### config.mk
export PLATFORM = sky130hd
export DESIGN_NAME = multicycle_cu
export DESIGN_NICKNAME = d
export VERILOG_FILES = /design/src/rtl/rv32i_pkg.sv /design/src/rtl/alu_op_dec.sv /design/src/rtl/multicycle_cu.sv
export SDC_FILE = /design/constraint.sdc
export NUM_CORES = 1
export LEC_CHECK = 0
export ABC_AREA = 1
export CAP_MARGIN = 0
export CORE_MARGIN = 5
export CORE_UTILIZATION = 45
export CTS_CLUSTER_SIZE = 40
export DETAILED_ROUTE_END_ITERATION = 10
export PLACE_DENSITY = 0.77
export SLEW_MARGIN = 20
export SYNTH_ARGS = -nofsm -noshare
export SYNTH_HDL_FRONTEND = slang
export SYNTH_HIERARCHICAL = 1
export SYNTH_SLANG_ARGS = --single-unit
### constraint.sdc
create_clock -name clk -period 1.7 [get_ports clk]
set_input_delay 0.51 -clock clk [delete_from_list [all_inputs] [get_ports clk]]
set_output_delay 0.51 -clock clk [all_outputs]
set_load 0.1 [all_outputs]
### src/rtl/rv32i_pkg.sv
`default_nettype none
// ============================================================================
// Module      : rv32i_pkg
// Description : Shared control-unit types: FSM states, RV32I opcodes,
//               ALU operation and register-file write-source encodings.
// Revision    : 1.0 - initial release
// ============================================================================
package rv32i_pkg;

  typedef enum logic [2:0] {
    S_FETCH  = 3'd0,
    S_DECODE = 3'd1,
    S_EXEC   = 3'd2,
    S_MEM    = 3'd3,
    S_WB     = 3'd4,
    S_TRAP   = 3'd5
  } cu_state_e;

  localparam logic [6:0] OPC_LUI      = 7'b0110111;
  localparam logic [6:0] OPC_AUIPC    = 7'b0010111;
  localparam logic [6:0] OPC_JAL      = 7'b1101111;
  localparam logic [6:0] OPC_JALR     = 7'b1100111;
  localparam logic [6:0] OPC_BRANCH   = 7'b1100011;
  localparam logic [6:0] OPC_LOAD     = 7'b0000011;
  localparam logic [6:0] OPC_STORE    = 7'b0100011;
  localparam logic [6:0] OPC_OP_IMM   = 7'b0010011;
  localparam logic [6:0] OPC_OP       = 7'b0110011;
  localparam logic [6:0] OPC_MISC_MEM = 7'b0001111;
  localparam logic [6:0] OPC_SYSTEM   = 7'b1110011;

  // Encoding is {funct7_5, funct3} so R/I-type decode is a direct mapping.
  typedef enum logic [3:0] {
    ALU_ADD  = 4'b0000,
    ALU_SLL  = 4'b0001,
    ALU_SLT  = 4'b0010,
    ALU_SLTU = 4'b0011,
    ALU_XOR  = 4'b0100,
    ALU_SRL  = 4'b0101,
    ALU_OR   = 4'b0110,
    ALU_AND  = 4'b0111,
    ALU_SUB  = 4'b1000,
    ALU_SRA  = 4'b1101
  } alu_op_e;

  localparam logic [1:0] RU_SRC_ALU = 2'b00;
  localparam logic [1:0] RU_SRC_DM  = 2'b01;
  localparam logic [1:0] RU_SRC_PC4 = 2'b10;

  function automatic logic is_rv32i_opcode(input logic [6:0] opc);
    case (opc)
      OPC_LUI, OPC_AUIPC, OPC_JAL, OPC_JALR, OPC_BRANCH, OPC_LOAD,
      OPC_STORE, OPC_OP_IMM, OPC_OP, OPC_MISC_MEM, OPC_SYSTEM: return 1'b1;
      default:                                                  return 1'b0;
    endcase
  endfunction

endpackage
`default_nettype wire

### src/rtl/alu_op_dec.sv
`default_nettype none
// ============================================================================
// Module      : alu_op_dec
// Description : Maps opcode/funct3/funct7_5 to an ALU operation; everything
//               outside R/I-type arithmetic uses ADD.
// Revision    : 1.0 - initial release
// ============================================================================
module alu_op_dec
  import rv32i_pkg::*;
(
  input  logic [6:0] opcode,
  input  logic [2:0] funct3,
  input  logic       funct7_5,
  output alu_op_e    alu_op
);

  logic w_is_op;
  logic w_is_op_imm;

  assign w_is_op     = (opcode == OPC_OP);
  assign w_is_op_imm = (opcode == OPC_OP_IMM);

  always_comb begin
    alu_op = ALU_ADD;
    if (w_is_op || w_is_op_imm) begin
      case (funct3)
        // instr[30] is an immediate bit for ADDI, so SUB only exists in R-type
        3'b000: alu_op = (w_is_op && funct7_5) ? ALU_SUB : ALU_ADD;
        3'b001: alu_op = ALU_SLL;
        3'b010: alu_op = ALU_SLT;
        3'b011: alu_op = ALU_SLTU;
        3'b100: alu_op = ALU_XOR;
        3'b101: alu_op = funct7_5 ? ALU_SRA : ALU_SRL;
        3'b110: alu_op = ALU_OR;
        3'b111: alu_op = ALU_AND;
      endcase
    end
  end

endmodule
`default_nettype wire

### src/rtl/multicycle_cu.sv
`default_nettype none
// ============================================================================
// Module      : multicycle_cu
// Description : Multicycle RV32I control unit (FETCH/DECODE/EXEC/MEM/WB/TRAP)
//               with a memory-wait watchdog. Define CU_PERF_CNT_EN to add
//               cycle_cnt / retired_cnt performance counters.
// Revision    : 1.0 - initial release
// ============================================================================
module multicycle_cu
  import rv32i_pkg::*;
#(
  parameter int WAIT_MAX = 15
) (
  input  logic        clk,
  input  logic        rst,
  input  logic [6:0]  opcode,
  input  logic [2:0]  funct3,
  input  logic        funct7_5,
  input  logic        branch_taken,
  input  logic        mem_ready,
  output logic        ir_wr,
  output logic        pc_wr,
  output logic        aluASrc,
  output logic        aluBSrc,
  output logic        ru_wr,
  output logic        dm_req,
  output logic        dm_wr,
  output logic        im_req,
  output logic        instr_done,
  output logic        trap,
  output logic [3:0]  aluOp,
  output logic [1:0]  ru_data_src
`ifdef CU_PERF_CNT_EN
  ,
  output logic [31:0] cycle_cnt,
  output logic [31:0] retired_cnt
`endif
);

  localparam int CNT_W = $clog2(WAIT_MAX + 1);

  cu_state_e        r_state;
  cu_state_e        w_next;
  logic [6:0]       r_opcode;
  logic [2:0]       r_funct3;
  logic             r_funct7_5;
  logic [CNT_W-1:0] r_wait_cnt;
  logic             w_timeout;
  alu_op_e          w_alu_op;

  logic w_is_load, w_is_store, w_is_branch, w_is_op;
  logic w_is_auipc, w_is_jal, w_is_jalr;

  assign w_is_load   = (r_opcode == OPC_LOAD);
  assign w_is_store  = (r_opcode == OPC_STORE);
  assign w_is_branch = (r_opcode == OPC_BRANCH);
  assign w_is_op     = (r_opcode == OPC_OP);
  assign w_is_auipc  = (r_opcode == OPC_AUIPC);
  assign w_is_jal    = (r_opcode == OPC_JAL);
  assign w_is_jalr   = (r_opcode == OPC_JALR);

  // Counter holds the number of mem_ready=0 cycles already spent in this state.
  assign w_timeout = !mem_ready && (r_wait_cnt == CNT_W'(WAIT_MAX - 1));

  alu_op_dec u_alu_op_dec (
    .opcode   (r_opcode),
    .funct3   (r_funct3),
    .funct7_5 (r_funct7_5),
    .alu_op   (w_alu_op)
  );

  always_ff @(posedge clk) begin
    if (rst) begin
      r_state    <= S_FETCH;
      r_wait_cnt <= '0;
      r_opcode   <= '0;
      r_funct3   <= '0;
      r_funct7_5 <= 1'b0;
    end else begin
      r_state <= w_next;
      if (w_next != r_state)
        r_wait_cnt <= '0;
      else if ((r_state == S_FETCH || r_state == S_MEM) && !mem_ready)
        r_wait_cnt <= r_wait_cnt + CNT_W'(1);
      if (r_state == S_DECODE) begin
        r_opcode   <= opcode;
        r_funct3   <= funct3;
        r_funct7_5 <= funct7_5;
      end
    end
  end

  always_comb begin
    w_next      = r_state;
    ir_wr       = 1'b0;
    pc_wr       = 1'b0;
    aluASrc     = 1'b0;
    aluBSrc     = 1'b0;
    ru_wr       = 1'b0;
    dm_req      = 1'b0;
    dm_wr       = 1'b0;
    im_req      = 1'b0;
    instr_done  = 1'b0;
    trap        = 1'b0;
    aluOp       = ALU_ADD;
    ru_data_src = RU_SRC_ALU;
    // While reset is held every control output stays quiet.
    if (!rst) begin
      case (r_state)
        S_FETCH: begin
          im_req = 1'b1;
          if (mem_ready) begin
            ir_wr  = 1'b1;
            w_next = S_DECODE;
          end else if (w_timeout) begin
            w_next = S_TRAP;
          end
        end
        S_DECODE: w_next = is_rv32i_opcode(opcode) ? S_EXEC : S_TRAP;
        S_EXEC: begin
          aluASrc = w_is_auipc || w_is_jal || w_is_branch;
          aluBSrc = !(w_is_op || w_is_branch);
          aluOp   = w_alu_op;
          if (w_is_load || w_is_store) begin
            w_next = S_MEM;
          end else if (w_is_branch) begin
            pc_wr      = branch_taken;
            instr_done = 1'b1;
            w_next     = S_FETCH;
          end else begin
            w_next = S_WB;
          end
        end
        S_MEM: begin
          dm_req = 1'b1;
          dm_wr  = w_is_store;
          if (mem_ready) begin
            if (w_is_store) begin
              pc_wr      = 1'b1;
              instr_done = 1'b1;
              w_next     = S_FETCH;
            end else begin
              w_next = S_WB;
            end
          end else if (w_timeout) begin
            w_next = S_TRAP;
          end
        end
        S_WB: begin
          ru_wr       = 1'b1;
          pc_wr       = 1'b1;
          instr_done  = 1'b1;
          ru_data_src = (w_is_jal || w_is_jalr) ? RU_SRC_PC4 :
                        (w_is_load ? RU_SRC_DM : RU_SRC_ALU);
          w_next      = S_FETCH;
        end
        S_TRAP:  trap = 1'b1;
        default: w_next = S_FETCH;
      endcase
    end
  end

`ifdef CU_PERF_CNT_EN
  always_ff @(posedge clk) begin
    if (rst) begin
      cycle_cnt   <= '0;
      retired_cnt <= '0;
    end else begin
      cycle_cnt <= cycle_cnt + 32'd1;
      if (instr_done)
        retired_cnt <= retired_cnt + 32'd1;
    end
  end
`endif

endmodule
`default_nettype wire

==> run metrics, run 1 <==
largest net degree at the start of global routing 18; DP HPWL 3220 microns; status aborted with a tool error; hold_buf cts 0; Post-synth EDFFs 0; I/O Buffers 30; Synth area leader dfxtp_1; Synth Cell Area 0.00132 sq mm; share of flip-flops with an asynchronous set or reset 0%; post-synthesis cell count 222; Root Driver clkbuf_4; GPL Wtd Cong 0.853; die height 64.1 microns; top post-synthesis cells by area dfxtp_1 27%, nor2_1 13%, inv_1 10%; syn nets 239; mux cell area share after synthesis 0.759%; Post-synth top flop dfxtp_1; Clock Sinks 18; largest family of logic cells by synthesized area simple AND/OR/NAND/NOR gates; Post-Synth Simple-Gate Area 43.7%; initial core utilization between 40% and 50%; Cell variety after synth 25; # IOs 31; Syn Area/Cell 5.94 sq um; YS warnings 6; first error [ERROR DPL-0038] Utilization greater than 100%, impossible to legalize; clock buffer depth 2; CTS buffer count 3; worst_ep grt pc_wr; Seq/Total Area, Yosys 27.3%; adder-cell share of the synthesized area 1.90%; Synth top area share 27.3%; Rows 19; Last stage global routing; DIE WIDTH about 64 microns; Synth Area in XOR/XNOR 1.99%; Worst EP kind primary output; DP Worst Slack -0.744 ns; Compound-Gate Fraction of Synth Area 9.87%; H-tree levels 1; Synth Register Bits 18
-- repair_timing --
item | 4_1_cts
resized for setup | 49
endpoints found under the setup margin | 20
pin swaps | 30
setup buffers | 25
-- per-stage QoR --
step                util (%)  cell area [sq um]  hold slack, ns  std cells
global placement        83.1               2310           0.493        325
CTS                     94.6               2630           0.531        348
detailed placement      83.1               2310           0.505        325
floorplan                  -               1500           0.470        222
-- kinds of logic after synthesis --
family / count (synthesis)
buffers and inverters: 50
AOI/OAI and AO/OA: 25
muxes: 1
DFF: 18
adders and majority gates: 2
and+or+nand+nor: 123
xor gates and xnor gates: 3
-- synthesized netlist by cell type, types with 2 or more instances --
| library cell | number |
|---|---|
| inv_1 | 36 |
| nand2_1 | 32 |
| nor3_1 | 6 |
| buf_2 | 2 |
| inv_2 | 9 |
| dfxtp_1 | 18 |
| nor2_2 | 7 |
| xnor2_1 | 2 |
| nor2_1 | 46 |
| nand2_2 | 7 |
| nor2_4 | 2 |
| o21ai_0 | 15 |
| nand4_1 | 7 |
| clkbuf_1 | 2 |
| ha_1 | 2 |
| a21oi_1 | 7 |
| nand3_1 | 12 |
| nand3_2 | 3 |
==> run 2, diff against run 1 <==
--- a/config.mk
+++ b/config.mk
@@ -7,11 +7,10 @@
 export LEC_CHECK = 0
 export ABC_AREA = 1
 export CAP_MARGIN = 0
-export CORE_MARGIN = 5
-export CORE_UTILIZATION = 45
-export CTS_CLUSTER_SIZE = 40
+export CORE_AREA = 5 5 66 68
 export DETAILED_ROUTE_END_ITERATION = 10
-export PLACE_DENSITY = 0.77
+export DIE_AREA = 0 0 71 73
+export PLACE_DENSITY_LB_ADDON = 0.15
 export SLEW_MARGIN = 20
 export SYNTH_ARGS = -nofsm -noshare
 export SYNTH_HDL_FRONTEND = slang
==> constraint.sdc (replaced) <==
create_clock -name clk -period 2.21 [get_ports clk]
set_input_delay 0.663 -clock clk [delete_from_list [all_inputs] [get_ports clk]]
set_output_delay 0.663 -clock clk [all_outputs]
set_load 0.1 [all_outputs]
==> run 2 against run 1 <==
Compared with the run above: the flow now finishes, with violations (setup timing); area after synthesis unchanged; synthesized cell count did not move.
==> run metrics, run 2 <==
syn nets 239; Syn Area/Cell 5.94 sq um; global route hottest layer met2; GPL Wtd Cong 0.840; # IOs 31; post-synthesis cell count 222; total track usage roughly 16%; largest net degree at the start of global routing 18; fmax 418 MHz; Post-synth top flop dfxtp_1; Slowest Stage Delay on Critical Path about 0.36 ns; most common cell after layout, fill and taps aside nor2_1; clock buffer depth 2; vias in the first global route 1468; CP bufs+invs 3; Crit. End Element primary output; largest registers r_opcode: 7 flops, r_wait_cnt: 4 flops; DP Worst Slack -0.534 ns; Critical Path Slowest Stage Cell dfxtp_2; worst vdd ir approximately 0.00033 V; Synth area leader dfxtp_1; placed cell count roughly 330; met3 Use GR 2.48%; Crit Path Max Fanout 4; Root Driver clkbuf_8; YS warnings 6; cell with the most instances after synthesis nor2_1; CORE AREA 0.00380 sq mm; DRT iter0 DRCs 60; DRC Markers 0; r2r startpoint r_state[0]$_SDFF_PP0_; first-pass GRT wire length 6470 microns; worst setup margin -0.181 ns; DIE AREA 0.00518 sq mm; share of flip-flops with an asynchronous set or reset 0%; met2 Use GR between 20% and 30%; later-pin clock latency in the skew report 0.25 ns; Tightest Hold Check Type reg -> reg; total detailed-routing wirelength 3790 microns; r2r setup slk 0.51 ns; placed inst area 0.00219 sq mm; nets about 310; Synth top area share 27.3%; Leak 0.00104 uW; layout cells sized above 1 between 40% and 50%; MaxCap Viol Count 0; RSZ-0062 raised after global routing yes; DIE WIDTH 71 microns; Power Density 608 mW/mm^2; initial antenna violation count 0; most flop-heavy register r_opcode; CP startpoint r_opcode[0]$_SDFFE_PP0N_; CP delay by family, top buffers and inverters; setup TNS -0.277 ns; Hold Crit Start r_funct7_5$_SDFFE_PP0N_; Worst EP required around 1.6 ns; most frequent cells in the layout 34 x nor2_1, 31 x inv_1, 29 x nand2_1, 29 x buf_4, 16 x buf_12; Final Non-Filler Cells 336; vias per inst 4.51; wire per inst 11.3 microns; Setup crit start kind register; Synth Register Bits 18; # setup viols final 3; Seq/Total Area, Yosys about 27%; GRT overflow 0; hold path depth 2; Core Util, Final 63.0%; antenna viol nets, final 0; I/O Buffers 30; initial core utilization 34.7%; Final Skew ~0.0019 ns; Rel. slew slack 76.3%; H-tree levels 1; Cell variety after synth 25; Area Growth Syn to Fin 81.5%; top post-synthesis cells by area dfxtp_1 27%, nor2_1 13%, inv_1 10%; worst-margin pin slew 0.353 ns; DP HPWL 2840 microns; routed vias 1517; hold_buf cts 0; GR Layer Usage met1 19.3%; CTS buffer count 3; Rows 23; Diodes inserted 0; design area 0.00239 sq mm; clock tree from TritonCTS done; Synth top cells by count 46 x nor2_1, 36 x inv_1, 32 x nand2_1; max FFs per register 7; WP depth 9; clock-pin transition on the worst setup and hold timing paths ~0.070 ns; die height 73 microns; Critical Setup Path Class reg -> out; period utilization 108%; Clock Sinks 18; Synth Cell Area 0.00132 sq mm; failing checks setup timing; status finished with violations; R2R depth 10; Final Max Slew Viols 0; first drt pass iteration count 4; worst path cell trace nand2_4, nor2_4, nand3_4, o21ai_2, o21ai_1, bufinv_8, o21ai_2, bufinv_8, buf_12; Post-synth EDFFs 0; CP arrival 1.73 ns; fin crit period between 2 and 2.5 ns; final hold vios 0
run 2: cell counts after synthesis:
No cell type changed its count.
run 2: metrics by stage:
stage                     total power [uW]  hold WS (ns)
after floorplan                        888         0.478
after global placement                1140         0.487
after detailed placement              1140         0.489
after CTS                             1430         0.500
after global routing                  1560         0.539
final                                 1450         0.511
run 2: where the power goes:
part | switching, uW | internal [uW]
sequential | 63.8 | 395
clock | 109 | 121
combinational | 442 | 323
run 2: routing by layer:
metal | vias up | routed length [microns]
met5 | - | 0
met4 | 0 | 95
met2 | 36 | 1890
met3 | 9 | 174
met1 | 659 | 1630
li1 | 813 | -
run 2: logic make-up after synthesis:
kind of cell	Yosys count	share of synthesized area (%)
compound gates	25	9.87
xor+xnor	3	1.99
fa+ha+maj	2	1.90
buf+inv	50	14.4
flops	18	27.3
mux	1	0.759
simple gates	123	43.7
run 2: worst paths after layout:
kind | end
max | pc_wr
min | r_funct7_5$_SDFFE_PP0N_
max reg2reg | r_wait_cnt[0]$_SDFFE_PP0P_
min reg2reg | r_funct7_5$_SDFFE_PP0N_
run 2: timing repair:
| item | in CTS | in global routing |
|---|---|---|
| endpoints found under the hold margin | 0 | 0 |
| buffers inserted | 7 | 4 |
| pin swaps | 9 | 10 |
| resized for setup | 21 | 24 |
| setup endpoints to repair | 16 | 12 |
run 2: worst min-delay path, cell delays in order (launching register included):
cell     delay (ns)
dfxtp_1        0.32
o21ai_0        0.08
nor2_1         0.07
run 2: layout make-up:
type	instances	area [sq um]
tap	50	62.6
multi-input combinational	154	958
fill	358	1410
inverter	46	208
sequential	18	382
timing repair buffer	65	742
clock buffer	3	41.3
(Power assumes the default switching activity.)
==> run 3, diff against run 2 <==
==> constraint.sdc (replaced) <==
create_clock -name clk -period 3 [get_ports clk]
set_input_delay 0.9 -clock clk [delete_from_list [all_inputs] [get_ports clk]]
set_output_delay 0.9 -clock clk [all_outputs]
set_load 0.1 [all_outputs]
==> run 3 against run 2 <==
Compared with the run above: the flow now finishes without violations; sequential power decreased by 27%; setup slack better by 0.23 ns; total power shrank 37%; sequential share of layout area rose by 2.0 points; first-iteration DRC count is 20% lower; combinational power down 45%; core utilization is 10 points lower; cell count is 8.3% lower; clock skew fell by 0.00086 ns; critical endpoint is now aluOp[3]; die area is the same.
==> run metrics, run 3 (same netlist as run 2, synthesis figures left out) <==
CTS buffer count 3; crit path to aluOp[3]; Crit. End Element primary output; Critical Setup Path Class in -> out; total track usage between 10% and 20%; Final Skew 0.000999 ns; Tightest Hold Check Type reg -> reg; most flop-heavy register r_opcode; CP arrival 2.05 ns; GRT overflow 0; R2R depth 10; DIE AREA 0.00518 sq mm; DIE WIDTH slightly above 70 microns; max FFs per register 7; most common cell after layout, fill and taps aside nor2_1; wire per inst between 9 and 10 microns; status completed; final hold vios 0; routed vias 1372; DP HPWL 2530 microns; Worst EP required between 2 and 2.5 ns; RSZ-0062 raised after global routing no; clock buffer depth 2; worst-margin pin slew 0.470 ns; r2r startpoint r_state[1]$_SDFF_PP0_; CP startpoint rst; # IOs 31; setup TNS 0 ns; DRT iter0 DRCs 48; DRC Markers 0; hold_buf cts 0; fmax around 340 MHz; period utilization 98.5%; layout cells sized above 1 29.1%; Root Driver clkbuf_8; CORE AREA 0.00380 sq mm; Fillers 386; GPL Wtd Cong 0.853; Final Max Slew Viols 0; antenna viol nets, final 0; Rows 23; nets 277; Power Density about 450 mW/mm^2; first-pass GRT wire length roughly 5400 microns; footprint of the multi-input gates 852 sq um; total power 912 uW; first drt pass iteration count 4; # setup viols final 0; Setup crit start kind input port; worst vdd ir 0.000321 V; H-tree levels 1; r2r setup slk 1.15 ns; Clock Sinks 18; most frequent cells in the layout 38 x nor2_1, 32 x inv_1, 32 x nand2_1; fin crit period 2.95 ns; Leak 0.000850 uW; initial core utilization 34.7%; vias in the first global route between 1000 and 1500; Storage cell area around 360 sq um; I/O Buffers 30; Diodes inserted 0; Area Growth Syn to Fin 52.5%; Rel. slew slack between 60% and 70%; MaxCap Viol Count 0; die height roughly 73 microns; Setup Buffers After CTS 0; largest registers r_opcode: 7 flops, r_wait_cnt: 4 flops; clock-pin transition on the worst setup and hold timing paths 0.06 ns; total detailed-routing wirelength 3030 microns; Crit Path Max Fanout 4; vias per inst 4.45; clock tree from TritonCTS done; worst r2r dst r_wait_cnt[2]$_SDFFE_PP0P_; largest net degree at the start of global routing 18; initial antenna violation count 0; later-pin clock latency in the skew report about 0.25 ns
run 3: cell count changes in the layout (fill, tap and decap cells not counted), sizes merged:
cell,previous run,this run
clkdlybuf4s15,1,0
inv,42,45
clkinv,1,0
buf,52,23
clkdlybuf4s50,12,13
bufinv,2,0
dlymetal6s2s,0,1
run 3: timing repair:
item | in CTS | in global routing
endpoints found under the setup margin | 2 | 4
pin swaps | 1 | 1
cloned | 0 | 0
gates resized for setup | 3 | 5
run 3: layout make-up:
class / instances / area share (%)
Sequential cell: 18 / 17.9
Timing Repair Buffer: 37 / 25.6
Multi-Input combinational cell: 154 / 42.4
Clock buffer: 3 / 2.05
Inverter: 46 / 8.90
Tap cell: 50 / 3.11
run 3: stage by stage:
step / hold WS, ns / instances / instance area, sq um / setup slack [ns] / utilization (%)
floorplan: 0.478 / 222 / 1410 / -0.191 / -
global placement: 0.497 / 305 / 1950 / -0.0583 / 51.3
detailed placement: 0.508 / 305 / 1950 / -0.0943 / 51.3
CTS: 0.525 / 308 / 1990 / 0.00251 / 52.5
global route: 0.553 / 308 / 2010 / 0.00578 / 52.9
finish: 0.520 / 308 / 2010 / 0.0462 / 52.9
run 3: critical path, stage by stage:
cell and delay, ns:
clkdlybuf4s50_1 0.43, inv_2 0.09, nand4_1 0.12, buf_4 0.20, nor2_2 0.12, buf_12 0.19
run 3: report_power, final:
part | internal (uW) | total, uW | switching (uW)
clock | 88.9 | 158 | 69.2
combinational | 150 | 421 | 271
sequential | 284 | 333 | 48.9
total | 523 | 912 | 389
run 3: metal layers:
metal  wire length [microns]  global-route usage [%]  vias to the layer above
li1                        -                       -                      757
met4                      50                    5.01                        0
met2                    1330                    21.3                       26
met1                    1510                    16.5                      585
met3                     135                   0.826                        4
met5                       0                       0                        -
run 3: worst min-delay path by stage:
stage	from	to	slack [ns]	depth (start not counted)
floorplan	r_funct3[1]$_SDFFE_PP0N_	r_funct3[1]$_SDFFE_PP0N_	0.48	2
global placement	r_funct3[2]$_SDFFE_PP0N_	r_funct3[2]$_SDFFE_PP0N_	0.50	2
detailed placement	r_funct3[1]$_SDFFE_PP0N_	r_funct3[1]$_SDFFE_PP0N_	0.51	2
CTS	r_funct3[1]$_SDFFE_PP0N_	r_funct3[1]$_SDFFE_PP0N_	0.53	2
global route	r_opcode[3]$_SDFFE_PP0N_	r_opcode[3]$_SDFFE_PP0N_	0.55	2
finish	r_funct3[1]$_SDFFE_PP0N_	r_funct3[1]$_SDFFE_PP0N_	0.52	2
